===== config.mk =====
export PLATFORM = sky130hd
export DESIGN_NAME = modulo_varredura_matriz
export DESIGN_NICKNAME = d
export VERILOG_FILES = /design/src/rtl/modulo_varredura_matriz.sv
export SDC_FILE = /design/constraint.sdc
export NUM_CORES = 1
export LEC_CHECK = 0
export CORE_UTILIZATION = 46
export DETAILED_ROUTE_END_ITERATION = 10
export PLACE_DENSITY = 0.76
export SKIP_CTS_REPAIR_TIMING = 1
export SLEW_MARGIN = 20
export SYNTH_ARGS = -nofsm -noshare
export SYNTH_HDL_FRONTEND = slang
export SYNTH_SLANG_ARGS = --single-unit

===== constraint.sdc =====
create_clock -name clk -period 1.7 [get_ports clk]
set_input_delay 0.34 -clock clk [delete_from_list [all_inputs] [get_ports clk]]
set_output_delay 0.34 -clock clk [all_outputs]
set_load 0.03 [all_outputs]

===== src/rtl/modulo_varredura_matriz.sv =====
// Row-scan driver for the 5x7 LED clock display: latches a whole frame at frame
// start, then walks the rows with a blanking gap at the start of each row period.
module modulo_varredura_matriz #(
    parameter int ROW_TICKS   = 1000,
    parameter int BLANK_TICKS = 8
) (
    input  logic       clk,
    input  logic       rst,
    input  logic       en,
    input  logic [4:0] cl1,
    input  logic [4:0] cl2,
    input  logic [4:0] cl3,
    input  logic [4:0] cl4,
    input  logic [4:0] cl5,
    input  logic [4:0] cl6,
    input  logic [4:0] cl7,
    output logic [6:0] linhas,
    output logic [4:0] colunas,
    output logic [2:0] row_idx,
    output logic       frame_start
);

    localparam int TW = (ROW_TICKS > 1) ? $clog2(ROW_TICKS) : 1;
    localparam logic [TW-1:0] TICK_LAST  = TW'(ROW_TICKS - 1);
    localparam logic [TW-1:0] TICK_BLANK = TW'(BLANK_TICKS);

    logic [TW-1:0] tick_q, tick_d;
    logic [2:0]    row_q, row_d;
    logic [4:0]    frame_q [7];
    logic [4:0]    frame_d [7];
    logic [4:0]    cl_w    [7];
    logic          blank_w;

    always_comb begin
        cl_w[0] = cl1;
        cl_w[1] = cl2;
        cl_w[2] = cl3;
        cl_w[3] = cl4;
        cl_w[4] = cl5;
        cl_w[5] = cl6;
        cl_w[6] = cl7;
    end

    // Reset wins over en, so no capture (and no pulse) can happen while rst is high.
    assign frame_start = en && !rst && (row_q == 3'd0) && (tick_q == '0);

    always_comb begin
        tick_d  = tick_q;
        row_d   = row_q;
        frame_d = frame_q;
        if (en) begin
            if (tick_q == TICK_LAST) begin
                tick_d = '0;
                row_d  = (row_q == 3'd6) ? 3'd0 : row_q + 3'd1;
            end else begin
                tick_d = tick_q + TW'(1);
            end
            if (frame_start) begin
                frame_d = cl_w;
            end
        end
    end

    always_ff @(posedge clk) begin
        if (rst) begin
            tick_q <= '0;
            row_q  <= '0;
            for (int r = 0; r < 7; r++) begin
                frame_q[r] <= '0;
            end
        end else begin
            tick_q  <= tick_d;
            row_q   <= row_d;
            frame_q <= frame_d;
        end
    end

    // Outputs depend only on registered state and en; the cl inputs reach the pins
    // exclusively through the frame buffer.
    assign blank_w = !en || (tick_q < TICK_BLANK);

    always_comb begin
        linhas  = 7'h7F;
        colunas = 5'b00000;
        if (!blank_w) begin
            linhas  = ~(7'd1 << row_q);
            colunas = frame_q[row_q];
        end
    end

    assign row_idx = row_q;

endmodule

==> flow_summary.toml <==
[outcome]
status = "finished, violations left"
violations = "setup timing"

[timing]
hold_ws_ns = 0.382
timing.fmax_mhz = 494
fin_ws_ns = -0.323
setup_viol = 35
finalHoldViolCount = 0
worst_slew_margin_rel_pct = 64.1
fin_setup_tns_ns = -4.66
rsz0062_at_grt = "yes"
final.period_utilization_pct = 119
final.setup_skew_ns = 0.00803
worst_max_slew_pin_slew_ns = 0.539
timing.final.max_slew_violations = 0
post-route-min-period_ns = 2.02

[setup_path]
worst-endpoint-required_ns = 1.36
cpMaxStageDelayCell = "mux4_2"
crit_family = "multiplexers"
timing.critical_path.cells = "mux4_2, o211a_4, buf_6"
critical_path_buffer_and_inverter_count = 1
timing.critical_path.arrival_ns = 1.68
critical_path.max_fanout = 7
timing_worst_setup_path_type = "register to primary output"
worstSetupEndpointType = "primary output"
critical_path.startpoint_type = "register"
slowest_delay_ns = 0.54

[die]
row_count = 27
i_o_pin_total = 54
die_y_microns = 77.8
start_util_pct = 48.0
die_area_sq_mm = 0.00605
coreArea_sq_mm = 0.00551
chipWidth_microns = 77.8

[finish]
utilization_pct = 67.4
most-common-layout-cells = "71 x nand2b_1, 42 x dfxtp_1, 38 x mux2i_1, 35 x clkdlybuf4s50_1, 30 x buf_4"
final_area_sq_mm = 0.00371
total_nets_final = 392
layout-drive-gt1-share_pct = 25.6
leading_cell_type_in_the_layout_fill_and_taps_excluded = "nand2b_1"
antenna_cells_inserted = 0
area_growth_syn_to_layout_pct = 40.3

[synth]
post-synth-top-area-fraction_pct = 36.3
post_synth_top_area_cell = "dfxtp_1"
synth_enable_flop_cells = 0
synth_area_per_cell_sq_um = 9.72
syn_nets = 313
ys_seq_area_share_pct = 36.3
netlist-cell-type-count = 38
yosys-top-cells-area = "dfxtp_1 36%, nand2b_1 17%, mux2i_1 15%"
netlist_area_sq_mm = 0.00264
number_of_instances_in_the_synthesized_netlist = 272
ys_ff_latch = 48
synth_flop_cell = "dfxtp_1"
async_flop_share_pct = 0
synthesis.yosys.warnings = 0

[pwr]
vdd.ir_drop.worst_uv = 488
comb_power_share_pct = 14.7
intPower_w = 0.00175
pwr-share-clk_pct = 32.6
power.switching_w = 0.000530
power_switching_share_pct = 23.3
static-leakage-power_nw = 1.41
power.density_mw_per_mm2 = 614
pwr-share-seq_pct = 52.8

[clock_tree]
cts_tree = "yes"
cts.path.max_buffers = 2
clkLatencyLatePin_ns = 0.31
cts.sink_count = 48
clk_transition_reported_paths_ns = 0.09
htree_num_levels = 2
cts_buffers = 5
ctsRootBufferMaster = "clkbuf_8"

[detailed_routing]
drt_drc_violations_left = 0
routed_wire_length_per_instance_microns = 13.8
dr_total_vias = 2106
detailedRoute.firstIterationViolations = 95
routed_wirelength_microns = 5870
detail_route.vias_per_cell = 4.97
drt_pass1_iterations = 4
detail-route-antenna-nets = 0

[place]
placed_cell_area_sq_mm = 0.00341
routabilityCongestion = 0.787
pre_cts_slack_ns = -0.720
dpl.hpwl_microns = 4070
input_output_buffers = 53

[global_routing]
grt_pass1_vias = 2002
grt_pass1_wl_microns = 9150
grt_antenna_before_repair = 0
track_usage_pct = 19.7
pin_count_of_the_biggest_net_entering_global_routing = 79
grt_overflow = 0

[run]
drv.max_cap_violation_count = 0

[worst_hold_path]
min-delay-path-class = "input port to register"
[state kept, by name (all words and copies together), names as in the netlist]
signal   count
row_idx      3
frame_q     35
tick_q      10
[worst register-to-register path, stage by stage (launching register included)]
cell       delay (ns)
dfxtp_4          0.36
buf_4            0.16
buf_6            0.13
nor4b_4          0.26
nand3_4          0.13
nor2_8           0.17
buf_4            0.17
clkbuf_16        0.18
mux2i_1          0.19
[worst paths after layout]
path	startpoint	slack, ns	to	cells past startpoint
setup / recovery	row_idx[0]$_SDFFE_PP0P_	-0.32	colunas[3]	3
hold / removal	en	0.38	tick_q[1]$_SDFFE_PP0P_	4
setup reg to reg	row_idx[1]$_SDFFE_PP0P_	-0.12	frame_q[0]$_SDFFE_PP0P_	8
hold reg to reg	frame_q[3]$_SDFFE_PP0P_	0.47	frame_q[3]$_SDFFE_PP0P_	2
[synth_stat cells, types with 4 or more instances]
library cell,instances
mux2i_1,39
xnor2_1,5
inv_1,5
nand2b_1,71
xor2_1,4
a311o_1,4
o211a_1,4
dfxtp_1,48
nand2_1,13
mux4_2,5
clkbuf_1,9
nor2_1,19
nand3_1,6
buf_2,4
[power groups by stage]
stage	Sequential [W]	Clock, W	Combinational (W)
after floorplan	0.00122	0	0.000204
after global placement	0.00123	0	0.000308
after detailed placement	0.00123	0	0.000312
after CTS	0.00120	0.000762	0.000314
after global routing	0.00121	0.000812	0.000364
final	0.00120	0.000742	0.000334
[per-stage QoR]
stage	total power, W	std cells
final	0.00228	424
after global routing	0.00238	424
after detailed placement	0.00154	410
after global placement	0.00153	410
after CTS	0.00228	418
after floorplan	0.00142	272
[cell families after synthesis]
kind of cell	Yosys count	share of synthesized area (%)
xor gates and xnor gates	9	2.98
DFF	48	36.3
AOI/OAI and AO/OA	18	5.77
muxes	45	19.5
adders and majority gates	3	1.42
buffers and inverters	22	5.44
and+or+nand+nor	127	28.6
[final cells by class]
cell class	count	area [sq um]
Fill cell	455	1800
Clock buffer	8	100
Multi-Input combinational cell	202	1650
Inverter	5	18.8
Tap cell	72	90.1
Timing Repair Buffer	89	880
Sequential cell	48	973
[layer usage]
layer	GRT usage (%)	vias up	share of wire, %
met5	0	-	0
met4	6.23	0	0.84
met3	4.82	5	3.9
met2	32.4	40	49
met1	25.1	977	46
li1	-	1084	-
Note: power is estimated with default switching activity, not from simulation.
